<file path="src/rtl/pe_layer_sequencer_if.sv">
// Scheduler-facing layer descriptor/handshake and the PE-array broadcast control bus.
// The sequencer connects through the slave modport.
interface pe_layer_sequencer_if #(
  parameter int unsigned LDM_ADDR_BITS = 6,
  parameter int unsigned S_LDM_BITS    = 2,
  parameter int unsigned D_LDM_BITS    = 2,
  parameter int unsigned SA_LDM_BITS   = 6,
  parameter int unsigned ALU_CFG_BITS  = 4
);
  logic                                start_in;
  logic                                abort_in;
  logic [ALU_CFG_BITS-1:0]             cfg_in;
  logic [S_LDM_BITS-1:0]               src_bank_in;
  logic [D_LDM_BITS-1:0]               dst_bank_in;
  logic [SA_LDM_BITS-1:0]              store_ofs_in;
  logic [LDM_ADDR_BITS-1:0]            base_addr_in;
  logic [LDM_ADDR_BITS-1:0]            out_len_in;
  logic [1:0]                          kernel_in;
  logic                                stride_in;
  logic                                pad_in;

  logic                                busy_out;
  logic                                done_out;
  logic                                En_out;
  logic                                layer_done_out;
  logic [ALU_CFG_BITS-1:0]             CFG_out;
  logic                                Parity_PE_Selection_out;
  logic                                Stride_out;
  logic                                Padding_Read_out;
  logic [S_LDM_BITS+LDM_ADDR_BITS-1:0] CTRL_LDM_addra_out;
  logic [S_LDM_BITS+LDM_ADDR_BITS-1:0] CTRL_LDM_addrb_out;
  logic                                CTRL_LDM_ena_out;
  logic                                CTRL_LDM_enb_out;
  logic                                CTRL_LDM_wea_out;
  logic                                CTRL_LDM_web_out;
  logic [D_LDM_BITS+SA_LDM_BITS-1:0]   CTRL_LDM_Store_out;
  logic                                CTRL_LDM_addra_Incr_out;

  modport master (
    output start_in, abort_in, cfg_in, src_bank_in, dst_bank_in, store_ofs_in,
           base_addr_in, out_len_in, kernel_in, stride_in, pad_in,
    input  busy_out, done_out, En_out, layer_done_out, CFG_out, Parity_PE_Selection_out,
           Stride_out, Padding_Read_out, CTRL_LDM_addra_out, CTRL_LDM_addrb_out,
           CTRL_LDM_ena_out, CTRL_LDM_enb_out, CTRL_LDM_wea_out, CTRL_LDM_web_out,
           CTRL_LDM_Store_out, CTRL_LDM_addra_Incr_out
  );

  modport slave (
    input  start_in, abort_in, cfg_in, src_bank_in, dst_bank_in, store_ofs_in,
           base_addr_in, out_len_in, kernel_in, stride_in, pad_in,
    output busy_out, done_out, En_out, layer_done_out, CFG_out, Parity_PE_Selection_out,
           Stride_out, Padding_Read_out, CTRL_LDM_addra_out, CTRL_LDM_addrb_out,
           CTRL_LDM_ena_out, CTRL_LDM_enb_out, CTRL_LDM_wea_out, CTRL_LDM_web_out,
           CTRL_LDM_Store_out, CTRL_LDM_addra_Incr_out
  );
endinterface

</file>
<file path="src/rtl/pe_layer_sequencer.sv">
// Per-layer sequencer: latches a descriptor, streams LDM reads (one per cycle, two parity
// passes for stride 2), drains the ALU pipeline and pulses layer_done. All outputs are flops.
module pe_layer_sequencer #(
  parameter int unsigned LDM_ADDR_BITS = 6,
  parameter int unsigned S_LDM_BITS    = 2,
  parameter int unsigned D_LDM_BITS    = 2,
  parameter int unsigned SA_LDM_BITS   = 6,
  parameter int unsigned ALU_CFG_BITS  = 4,
  parameter int unsigned DRAIN_CYCLES  = 4
) (
  input logic                CLK,
  input logic                RST,
  pe_layer_sequencer_if.slave bus
);
  localparam int unsigned DrainW = (DRAIN_CYCLES > 1) ? $clog2(DRAIN_CYCLES) : 1;
  localparam logic [DrainW-1:0] DrainLast = DrainW'(DRAIN_CYCLES - 1);
  localparam logic [LDM_ADDR_BITS-1:0] AddrOne = LDM_ADDR_BITS'(1);

  typedef logic [LDM_ADDR_BITS-1:0] addr_t;
  typedef enum logic [2:0] {StIdle, StLoad, StRun, StDrain, StDone, StFlush} state_e;

  state_e                  state_q, state_d;
  logic [ALU_CFG_BITS-1:0] cfg_q, cfg_d;
  logic [S_LDM_BITS-1:0]   src_q, src_d;
  logic [D_LDM_BITS-1:0]   dst_q, dst_d;
  logic [SA_LDM_BITS-1:0]  ofs_q, ofs_d;
  addr_t                   base_q, base_d, len_q, len_d;
  logic [1:0]              k_last_q, k_last_d;
  logic                    stride_q, stride_d, pad_q, pad_d;
  addr_t                   out_idx_q, out_idx_d;
  logic [1:0]              k_idx_q, k_idx_d;
  logic                    parity_q, parity_d;
  logic [DrainW-1:0]       drain_q, drain_d;
  logic                    busy_q, busy_d, done_q, done_d, en_q, en_d, rd_q, rd_d;
  logic                    padrd_q, padrd_d, incr_q, incr_d;
  addr_t                   addra_q, addra_d, addrb_q, addrb_d;
  logic                    last_k, last_out, run_d;
  addr_t                   rd_addr;

  always_comb begin
    state_d   = state_q;
    cfg_d     = cfg_q;
    src_d     = src_q;
    dst_d     = dst_q;
    ofs_d     = ofs_q;
    base_d    = base_q;
    len_d     = len_q;
    k_last_d  = k_last_q;
    stride_d  = stride_q;
    pad_d     = pad_q;
    out_idx_d = out_idx_q;
    k_idx_d   = k_idx_q;
    parity_d  = parity_q;
    drain_d   = drain_q;
    last_k    = (k_idx_q == k_last_q);
    last_out  = (out_idx_q == len_q - AddrOne);

    unique case (state_q)
      StIdle: begin
        if (bus.start_in) begin
          cfg_d     = bus.cfg_in;
          src_d     = bus.src_bank_in;
          dst_d     = bus.dst_bank_in;
          ofs_d     = bus.store_ofs_in;
          base_d    = bus.base_addr_in;
          len_d     = bus.out_len_in;
          // kernel 0 behaves as a 1-read window
          k_last_d  = (bus.kernel_in == 2'd0) ? 2'd0 : bus.kernel_in - 2'd1;
          stride_d  = bus.stride_in;
          pad_d     = bus.pad_in;
          out_idx_d = '0;
          k_idx_d   = '0;
          parity_d  = 1'b0;
          state_d   = (bus.out_len_in == '0) ? StDone : StLoad;
        end
      end
      StLoad: begin
        out_idx_d = '0;
        k_idx_d   = '0;
        parity_d  = 1'b0;
        state_d   = bus.abort_in ? StFlush : StRun;
      end
      StRun: begin
        if (bus.abort_in) begin
          state_d = StFlush;
        end else if (last_k) begin
          k_idx_d = '0;
          if (!last_out) begin
            out_idx_d = out_idx_q + AddrOne;
          end else if (!stride_q || parity_q) begin
            state_d = StDrain;
            drain_d = '0;
          end else begin
            // second parity pass follows with no gap
            parity_d  = 1'b1;
            out_idx_d = '0;
          end
        end else begin
          k_idx_d = k_idx_q + 2'd1;
        end
      end
      StDrain: begin
        if (bus.abort_in) begin
          state_d = StFlush;
        end else if (drain_q == DrainLast) begin
          state_d = StDone;
        end else begin
          drain_d = drain_q + DrainW'(1);
        end
      end
      StDone: begin
        state_d  = StIdle;
        parity_d = 1'b0;
      end
      StFlush: state_d = StDone;
      default: state_d = StIdle;
    endcase

    // Output flops are loaded from the next state so they describe the cycle being entered.
    run_d   = (state_d == StRun);
    busy_d  = (state_d != StIdle);
    done_d  = (state_d == StDone);
    en_d    = state_d inside {StLoad, StRun, StDrain};
    rd_d    = run_d;
    padrd_d = run_d && pad_d && (out_idx_d == '0) && (k_idx_d == '0);
    incr_d  = run_d && (k_idx_d != '0);
    rd_addr = base_d + (stride_d ? (out_idx_d << 1) : out_idx_d)
            + {{(LDM_ADDR_BITS-2){1'b0}}, k_idx_d};
    addra_d = run_d ? rd_addr : addra_q;
    addrb_d = run_d ? rd_addr + AddrOne : addrb_q;
  end

  always_ff @(posedge CLK or negedge RST) begin
    if (!RST) begin
      state_q   <= StIdle;
      cfg_q     <= '0;
      src_q     <= '0;
      dst_q     <= '0;
      ofs_q     <= '0;
      base_q    <= '0;
      len_q     <= '0;
      k_last_q  <= '0;
      stride_q  <= 1'b0;
      pad_q     <= 1'b0;
      out_idx_q <= '0;
      k_idx_q   <= '0;
      parity_q  <= 1'b0;
      drain_q   <= '0;
      busy_q    <= 1'b0;
      done_q    <= 1'b0;
      en_q      <= 1'b0;
      rd_q      <= 1'b0;
      padrd_q   <= 1'b0;
      incr_q    <= 1'b0;
      addra_q   <= '0;
      addrb_q   <= '0;
    end else begin
      state_q   <= state_d;
      cfg_q     <= cfg_d;
      src_q     <= src_d;
      dst_q     <= dst_d;
      ofs_q     <= ofs_d;
      base_q    <= base_d;
      len_q     <= len_d;
      k_last_q  <= k_last_d;
      stride_q  <= stride_d;
      pad_q     <= pad_d;
      out_idx_q <= out_idx_d;
      k_idx_q   <= k_idx_d;
      parity_q  <= parity_d;
      drain_q   <= drain_d;
      busy_q    <= busy_d;
      done_q    <= done_d;
      en_q      <= en_d;
      rd_q      <= rd_d;
      padrd_q   <= padrd_d;
      incr_q    <= incr_d;
      addra_q   <= addra_d;
      addrb_q   <= addrb_d;
    end
  end

  assign bus.busy_out                = busy_q;
  assign bus.done_out                = done_q;
  assign bus.layer_done_out          = done_q;
  assign bus.En_out                  = en_q;
  assign bus.CFG_out                 = cfg_q;
  assign bus.Parity_PE_Selection_out = parity_q;
  assign bus.Stride_out              = stride_q;
  assign bus.Padding_Read_out        = padrd_q;
  assign bus.CTRL_LDM_addra_out      = {src_q, addra_q};
  assign bus.CTRL_LDM_addrb_out      = {src_q, addrb_q};
  assign bus.CTRL_LDM_ena_out        = rd_q;
  assign bus.CTRL_LDM_enb_out        = rd_q;
  assign bus.CTRL_LDM_wea_out        = 1'b0;
  assign bus.CTRL_LDM_web_out        = 1'b0;
  assign bus.CTRL_LDM_Store_out      = {dst_q, ofs_q};
  assign bus.CTRL_LDM_addra_Incr_out = incr_q;
endmodule

</file>
<file path="src/flat_wrapper.sv">
// flat-port wrapper written by rule: the top's interface ports become plain ports
module pe_layer_sequencer_flat 
#(
  parameter int unsigned LDM_ADDR_BITS = 6,
  parameter int unsigned S_LDM_BITS    = 2,
  parameter int unsigned D_LDM_BITS    = 2,
  parameter int unsigned SA_LDM_BITS   = 6,
  parameter int unsigned ALU_CFG_BITS  = 4,
  parameter int unsigned DRAIN_CYCLES  = 4
)
  (CLK, RST, bus_start_in, bus_abort_in, bus_cfg_in, bus_src_bank_in, bus_dst_bank_in, bus_store_ofs_in, bus_base_addr_in, bus_out_len_in, bus_kernel_in, bus_stride_in, bus_pad_in, bus_busy_out, bus_done_out, bus_En_out, bus_layer_done_out, bus_CFG_out, bus_Parity_PE_Selection_out, bus_Stride_out, bus_Padding_Read_out, bus_CTRL_LDM_addra_out, bus_CTRL_LDM_addrb_out, bus_CTRL_LDM_ena_out, bus_CTRL_LDM_enb_out, bus_CTRL_LDM_wea_out, bus_CTRL_LDM_web_out, bus_CTRL_LDM_Store_out, bus_CTRL_LDM_addra_Incr_out);
  pe_layer_sequencer_if #(.LDM_ADDR_BITS(LDM_ADDR_BITS), .S_LDM_BITS(S_LDM_BITS), .D_LDM_BITS(D_LDM_BITS), .SA_LDM_BITS(SA_LDM_BITS), .ALU_CFG_BITS(ALU_CFG_BITS)) bus_i ();
  input logic CLK;
  input logic RST;
  input wire logic [$bits(bus_i.start_in)-1:0] bus_start_in;
  input wire logic [$bits(bus_i.abort_in)-1:0] bus_abort_in;
  input wire logic [$bits(bus_i.cfg_in)-1:0] bus_cfg_in;
  input wire logic [$bits(bus_i.src_bank_in)-1:0] bus_src_bank_in;
  input wire logic [$bits(bus_i.dst_bank_in)-1:0] bus_dst_bank_in;
  input wire logic [$bits(bus_i.store_ofs_in)-1:0] bus_store_ofs_in;
  input wire logic [$bits(bus_i.base_addr_in)-1:0] bus_base_addr_in;
  input wire logic [$bits(bus_i.out_len_in)-1:0] bus_out_len_in;
  input wire logic [$bits(bus_i.kernel_in)-1:0] bus_kernel_in;
  input wire logic [$bits(bus_i.stride_in)-1:0] bus_stride_in;
  input wire logic [$bits(bus_i.pad_in)-1:0] bus_pad_in;
  output wire logic [$bits(bus_i.busy_out)-1:0] bus_busy_out;
  output wire logic [$bits(bus_i.done_out)-1:0] bus_done_out;
  output wire logic [$bits(bus_i.En_out)-1:0] bus_En_out;
  output wire logic [$bits(bus_i.layer_done_out)-1:0] bus_layer_done_out;
  output wire logic [$bits(bus_i.CFG_out)-1:0] bus_CFG_out;
  output wire logic [$bits(bus_i.Parity_PE_Selection_out)-1:0] bus_Parity_PE_Selection_out;
  output wire logic [$bits(bus_i.Stride_out)-1:0] bus_Stride_out;
  output wire logic [$bits(bus_i.Padding_Read_out)-1:0] bus_Padding_Read_out;
  output wire logic [$bits(bus_i.CTRL_LDM_addra_out)-1:0] bus_CTRL_LDM_addra_out;
  output wire logic [$bits(bus_i.CTRL_LDM_addrb_out)-1:0] bus_CTRL_LDM_addrb_out;
  output wire logic [$bits(bus_i.CTRL_LDM_ena_out)-1:0] bus_CTRL_LDM_ena_out;
  output wire logic [$bits(bus_i.CTRL_LDM_enb_out)-1:0] bus_CTRL_LDM_enb_out;
  output wire logic [$bits(bus_i.CTRL_LDM_wea_out)-1:0] bus_CTRL_LDM_wea_out;
  output wire logic [$bits(bus_i.CTRL_LDM_web_out)-1:0] bus_CTRL_LDM_web_out;
  output wire logic [$bits(bus_i.CTRL_LDM_Store_out)-1:0] bus_CTRL_LDM_Store_out;
  output wire logic [$bits(bus_i.CTRL_LDM_addra_Incr_out)-1:0] bus_CTRL_LDM_addra_Incr_out;
  assign bus_i.start_in = bus_start_in;
  assign bus_i.abort_in = bus_abort_in;
  assign bus_i.cfg_in = bus_cfg_in;
  assign bus_i.src_bank_in = bus_src_bank_in;
  assign bus_i.dst_bank_in = bus_dst_bank_in;
  assign bus_i.store_ofs_in = bus_store_ofs_in;
  assign bus_i.base_addr_in = bus_base_addr_in;
  assign bus_i.out_len_in = bus_out_len_in;
  assign bus_i.kernel_in = bus_kernel_in;
  assign bus_i.stride_in = bus_stride_in;
  assign bus_i.pad_in = bus_pad_in;
  assign bus_busy_out = bus_i.busy_out;
  assign bus_done_out = bus_i.done_out;
  assign bus_En_out = bus_i.En_out;
  assign bus_layer_done_out = bus_i.layer_done_out;
  assign bus_CFG_out = bus_i.CFG_out;
  assign bus_Parity_PE_Selection_out = bus_i.Parity_PE_Selection_out;
  assign bus_Stride_out = bus_i.Stride_out;
  assign bus_Padding_Read_out = bus_i.Padding_Read_out;
  assign bus_CTRL_LDM_addra_out = bus_i.CTRL_LDM_addra_out;
  assign bus_CTRL_LDM_addrb_out = bus_i.CTRL_LDM_addrb_out;
  assign bus_CTRL_LDM_ena_out = bus_i.CTRL_LDM_ena_out;
  assign bus_CTRL_LDM_enb_out = bus_i.CTRL_LDM_enb_out;
  assign bus_CTRL_LDM_wea_out = bus_i.CTRL_LDM_wea_out;
  assign bus_CTRL_LDM_web_out = bus_i.CTRL_LDM_web_out;
  assign bus_CTRL_LDM_Store_out = bus_i.CTRL_LDM_Store_out;
  assign bus_CTRL_LDM_addra_Incr_out = bus_i.CTRL_LDM_addra_Incr_out;
  pe_layer_sequencer #(.LDM_ADDR_BITS(LDM_ADDR_BITS), .S_LDM_BITS(S_LDM_BITS), .D_LDM_BITS(D_LDM_BITS), .SA_LDM_BITS(SA_LDM_BITS), .ALU_CFG_BITS(ALU_CFG_BITS), .DRAIN_CYCLES(DRAIN_CYCLES)) u_core (.CLK(CLK), .RST(RST), .bus(bus_i));
endmodule
</file>
<file path="config.mk">
export PLATFORM = sky130hd
export DESIGN_NAME = pe_layer_sequencer_flat
export DESIGN_NICKNAME = d
export VERILOG_FILES = /design/src/rtl/pe_layer_sequencer_if.sv /design/src/rtl/pe_layer_sequencer.sv /design/src/flat_wrapper.sv
export SDC_FILE = /design/constraint.sdc
export NUM_CORES = 1
export LEC_CHECK = 0
export CORE_MARGIN = 2
export CORE_UTILIZATION = 57
export CTS_CLUSTER_DIAMETER = 60
export DETAILED_ROUTE_END_ITERATION = 12
export DONT_BUFFER_PORTS = 1
export GPL_TIMING_DRIVEN = 0
export PLACE_DENSITY = 0.81
export SYNTH_ARGS = -nofsm -noshare
export SYNTH_HDL_FRONTEND = slang
export SYNTH_SLANG_ARGS = --single-unit
export TNS_END_PERCENT = 10
</file>
<file path="constraint.sdc">
create_clock -name CLK -period 4.2 [get_ports CLK]
set_input_delay 0.42 -clock CLK [delete_from_list [all_inputs] [get_ports CLK]]
set_output_delay 0.42 -clock CLK [all_outputs]
set_load 0.01 [all_outputs]
</file>
==> results of run 1 <==
[cell families after synthesis]
logic type,count (synthesis)
adder cells (fa/ha/maj),14
other,1
multiplexers,34
AO/OA/AOI/OAI,56
flip-flops,62
AND/OR/NAND/NOR,102
buffers and inverters,41
XOR/XNOR,18
[worst paths after layout]
| kind | cells past startpoint | end | from |
|---|---|---|---|
| worst max-delay path | 21 | u_core.addrb_q[5] | u_core.len_q[0] |
| worst min-delay path | 2 | u_core.len_q[0] | bus_out_len_in[0] |
| worst max register to register | 21 | u_core.addrb_q[5] | u_core.len_q[0] |
| worst min register to register | 1 | u_core.pad_q | u_core.pad_q |
| max in group asynchronous | 2 | u_core.base_q[1] | RST |
| min in group asynchronous | 2 | u_core.len_q[3] | RST |
[power by group]
group	leakage (uW)	switching (uW)	internal (uW)	total, uW
combinational	0.000989	1010	993	2000
clock	0.0000954	238	261	498
sequential	0.000773	273	853	1130
total	0.00186	1520	2110	3620
[registers in the layout, indices dropped and copies added (netlist names), 2 cells and up]
signal,flops
u_core.out_idx_q,6
u_core.state_q,3
u_core.k_last_q,2
u_core.src_q,2
u_core.addra_q,6
u_core.dst_q,2
u_core.addrb_q,6
u_core.drain_q,2
u_core.len_q,6
u_core.bus.CFG_out,4
u_core.k_idx_q,2
u_core.base_q,6
u_core.ofs_q,6
[final cells by class]
| type | count | area, um2 |
|---|---|---|
| tap | 75 | 93.84 |
| timing repair buffer | 24 | 202.7 |
| clock inverter | 3 | 17.52 |
| buffer | 16 | 113.9 |
| sequential | 62 | 1554 |
| multi-input combinational | 226 | 1815 |
| clock buffer | 13 | 168.9 |
| inverter | 24 | 90.09 |
| fill | 432 | 1759 |
[cell usage in the layout (no fill, tap or decap), types with 3 or more instances in the layout]
cell	instances
a21o_1	4
a21oi_1	11
a21oi_2	3
and3_1	3
buf_4	29
clkbuf_1	5
clkbuf_8	13
dfrtp_1	60
ha_1	8
inv_1	18
inv_2	6
mux2_2	29
mux2i_1	4
nand2_1	30
nand3_1	5
nor2_1	18
nor2b_1	4
nor3_1	8
o21ai_0	17
or3_1	3
xnor2_1	7
xnor2_2	4
xor2_1	6
[stage by stage]
| stage | util | power, uW | hold slack [ns] |
|---|---|---|---|
| finish | 0.6975 | 3625 | 0.2098 |
| global route | 0.6975 | 3882 | 0.2129 |
| CTS | 0.6827 | 3422 | 0.1871 |
| detailed placement | 0.6130 | 2681 | 0.1267 |
| global placement | 0.6130 | 2610 | 0.1274 |
| floorplan | - | 2358 | 0.1244 |
[layer usage]
metal / track usage / share of wire / wire [um] / vias up
li1: - / - / - / 1192
met1: 0.3104 / 0.39 / 3165 / 1283
met2: 0.4364 / 0.52 / 4150 / 102
met3: 0.07889 / 0.066 / 533 / 18
met4: 0.1288 / 0.021 / 168 / 0
met5: 0 / 0 / 0 / -
[worst max-delay path: cells and delay by family (launching register included)]
kind	cells	cell delay [ns]
AOI/OAI and AO/OA	8	1.31
DFF	1	0.43
xor gates and xnor gates	3	0.44
buffers and inverters	2	0.28
and+or+nand+nor	5	1.21
muxes	1	0.21
adders and majority gates	2	0.55
[repair_timing]
action / in CTS / in global routing
hold buffers: 2 / 0
setup buffers: 18 / 4
hold endpoints to repair: 62 / 0
cloned: 0 / 0
endpoints found under the setup margin: 2 / 5
pin swaps: 24 / 13
gates resized for setup: 12 / 15
==> results.sh, run 1 <==
export IMPL_cp_max_fo=5
export IMPL_placedCellCount=404
export IMPL_p_leak_uw=0.001857
export IMPL_hpwl_mm=5.004
export IMPL_clk_path_buf_depth=2
export IMPL_cts_tree="done"
export IMPL_vias=2595
export IMPL_maxCapViolCount=0
export IMPL_crit_path_top_delay_cell="dfrtp_2"
export IMPL_netlist_top_cells_area="dfrtp_1 46%, mux2_2 9.7%, ha_1 4.1%"
export IMPL_layout_cells_non_filler=443
export IMPL_grt_antenna_before_repair=0
export IMPL_synth_cells=328
export IMPL_ff2ff_setup_slack_ns=-0.37
export IMPL_crit_chain="buf_4 -> buf_4 -> xor2_1 -> nand2_2 -> nor4b_4 -> and2_4 -> mux2i_1 -> a21oi_1 -> o21ai_0 -> o31a_1 -> a21oi_1 -> ha_1 -> ha_4 -> a21o_1 -> a21oi_2 -> xnor2_2 -> xnor2_2 -> or3_4 -> a32oi_1 -> or3_1 -> o2111ai_1"
export IMPL_synthSimpleGateAreaFrac=0.1619
export IMPL_cts_root_buffer="clkbuf_8"
export IMPL_synth_top_area_share=0.4593
export IMPL_clock_latency_ns=0.34
export IMPL_synth_commonest_cells="62 x dfrtp_1, 32 x nand2_1, 29 x mux2_2"
export IMPL_numCtsBuffers=9
export IMPL_layout_drive_gt1_share=0.3397
export IMPL_tightest_slew_ns=0.7996
export IMPL_grt_pass1_vias=2685
export IMPL_io_pins=74
export IMPL_area_delta_synth_final_pct=20.07
export IMPL_min_period_ns=4.570
export IMPL_yosysUniqueCellTypes=54
export IMPL_synth_area_leader_cell="dfrtp_1"
export IMPL_die_area_um2=6559
export IMPL_syn_area_per_cell_um2=10.30
export IMPL_antennaDiodeCount=0
export IMPL_rows=28
export IMPL_fin_setup_tns_ns=-0.5192
export IMPL_design_core_area_um2=5816
export IMPL_seq_area_frac_synth=0.4593
export IMPL_synth_flop_cell="dfrtp_1"
export IMPL_start_util=0.5809
export IMPL_htreeDepth=3
export IMPL_async_flop_share=1.000
export IMPL_synthAdderAreaFrac=0.05852
export IMPL_place_gp_congestion=0.8748
export IMPL_nNetsFinal=411
export IMPL_io_buffers=0
export IMPL_synth_top_family_by_area="simple AND/OR/NAND/NOR gates"
export IMPL_fin_crit_sh=1.088
export IMPL_muxShareOfSynthArea=0.1115
export IMPL_wire_per_inst_um=18.10
export IMPL_track_usage=0.2626
export IMPL_slew_headroom=0.4620
export IMPL_drt_vias_per_instance=5.858
export IMPL_clock_sinks=62
export IMPL_synth_xor_area_frac=0.04889
export IMPL_worstPathRequired_ns=4.42
export IMPL_design_area_um2=4056
export IMPL_syn_cell_area_um2=3378
export IMPL_ys_ff_latch=62
export IMPL_route_detailed_drc=0
export IMPL_grt_pass1_wl_mm=12.82
export IMPL_synth_compound_area_frac=0.1033
export IMPL_hold_class="input pin to register"
export IMPL_hold_viol=0
export IMPL_fp_dieH_um=80.99
export IMPL_wl_mm=8.017
export IMPL_path_clk_slew_ns=0.07
export IMPL_grt_max_degree=63
export IMPL_status="complete, but fails checks"
export IMPL_cp_end_kind="register"
export IMPL_yosys_warnings=0
export IMPL_setup_worst_path_class="register to register"
export IMPL_drtAntennaViolNets=0
export IMPL_drt_iter0_markers=252
export IMPL_ir_drop_uv=611.3
export IMPL_dpl_worst_slack_ns=-0.6104
export IMPL_cp_start_kind="register"
export IMPL_setup_ws_ns=-0.3703
export IMPL_slowest_delay_ns=0.43
export IMPL_synth_edf_count=0
export IMPL_clock_skew_ns=0.006822
export IMPL_violations="setup timing"
export IMPL_fmax_ghz=0.2188
export IMPL_yosysMostFrequentCell="dfrtp_1"
export IMPL_setup_viol=2
export IMPL_dr_pass1_iters=5
export IMPL_grt_overflow=0
export IMPL_worstPathArrival_ns=4.79
export IMPL_power_density_nw_per_um2=893.6
export IMPL_post_dp_cell_area_um2=3565
export IMPL_rsz0062_at_grt="true"
export IMPL_die_w_um=80.99
export IMPL_drv_slew=0
No activity file was read; power rests on OpenSTA's default activity.
==> inputs of run 2 (changes only) <==
--- a/config.mk
+++ b/config.mk
@@ -8,6 +8,7 @@
 export CORE_MARGIN = 2
 export CORE_UTILIZATION = 57
 export CTS_CLUSTER_DIAMETER = 60
+export CTS_CLUSTER_SIZE = 10
 export DETAILED_ROUTE_END_ITERATION = 12
 export DONT_BUFFER_PORTS = 1
 export GPL_TIMING_DRIVEN = 0
==> results of run 2 <==
No change in the layout: final DEF, timing and power equal those of run 1.
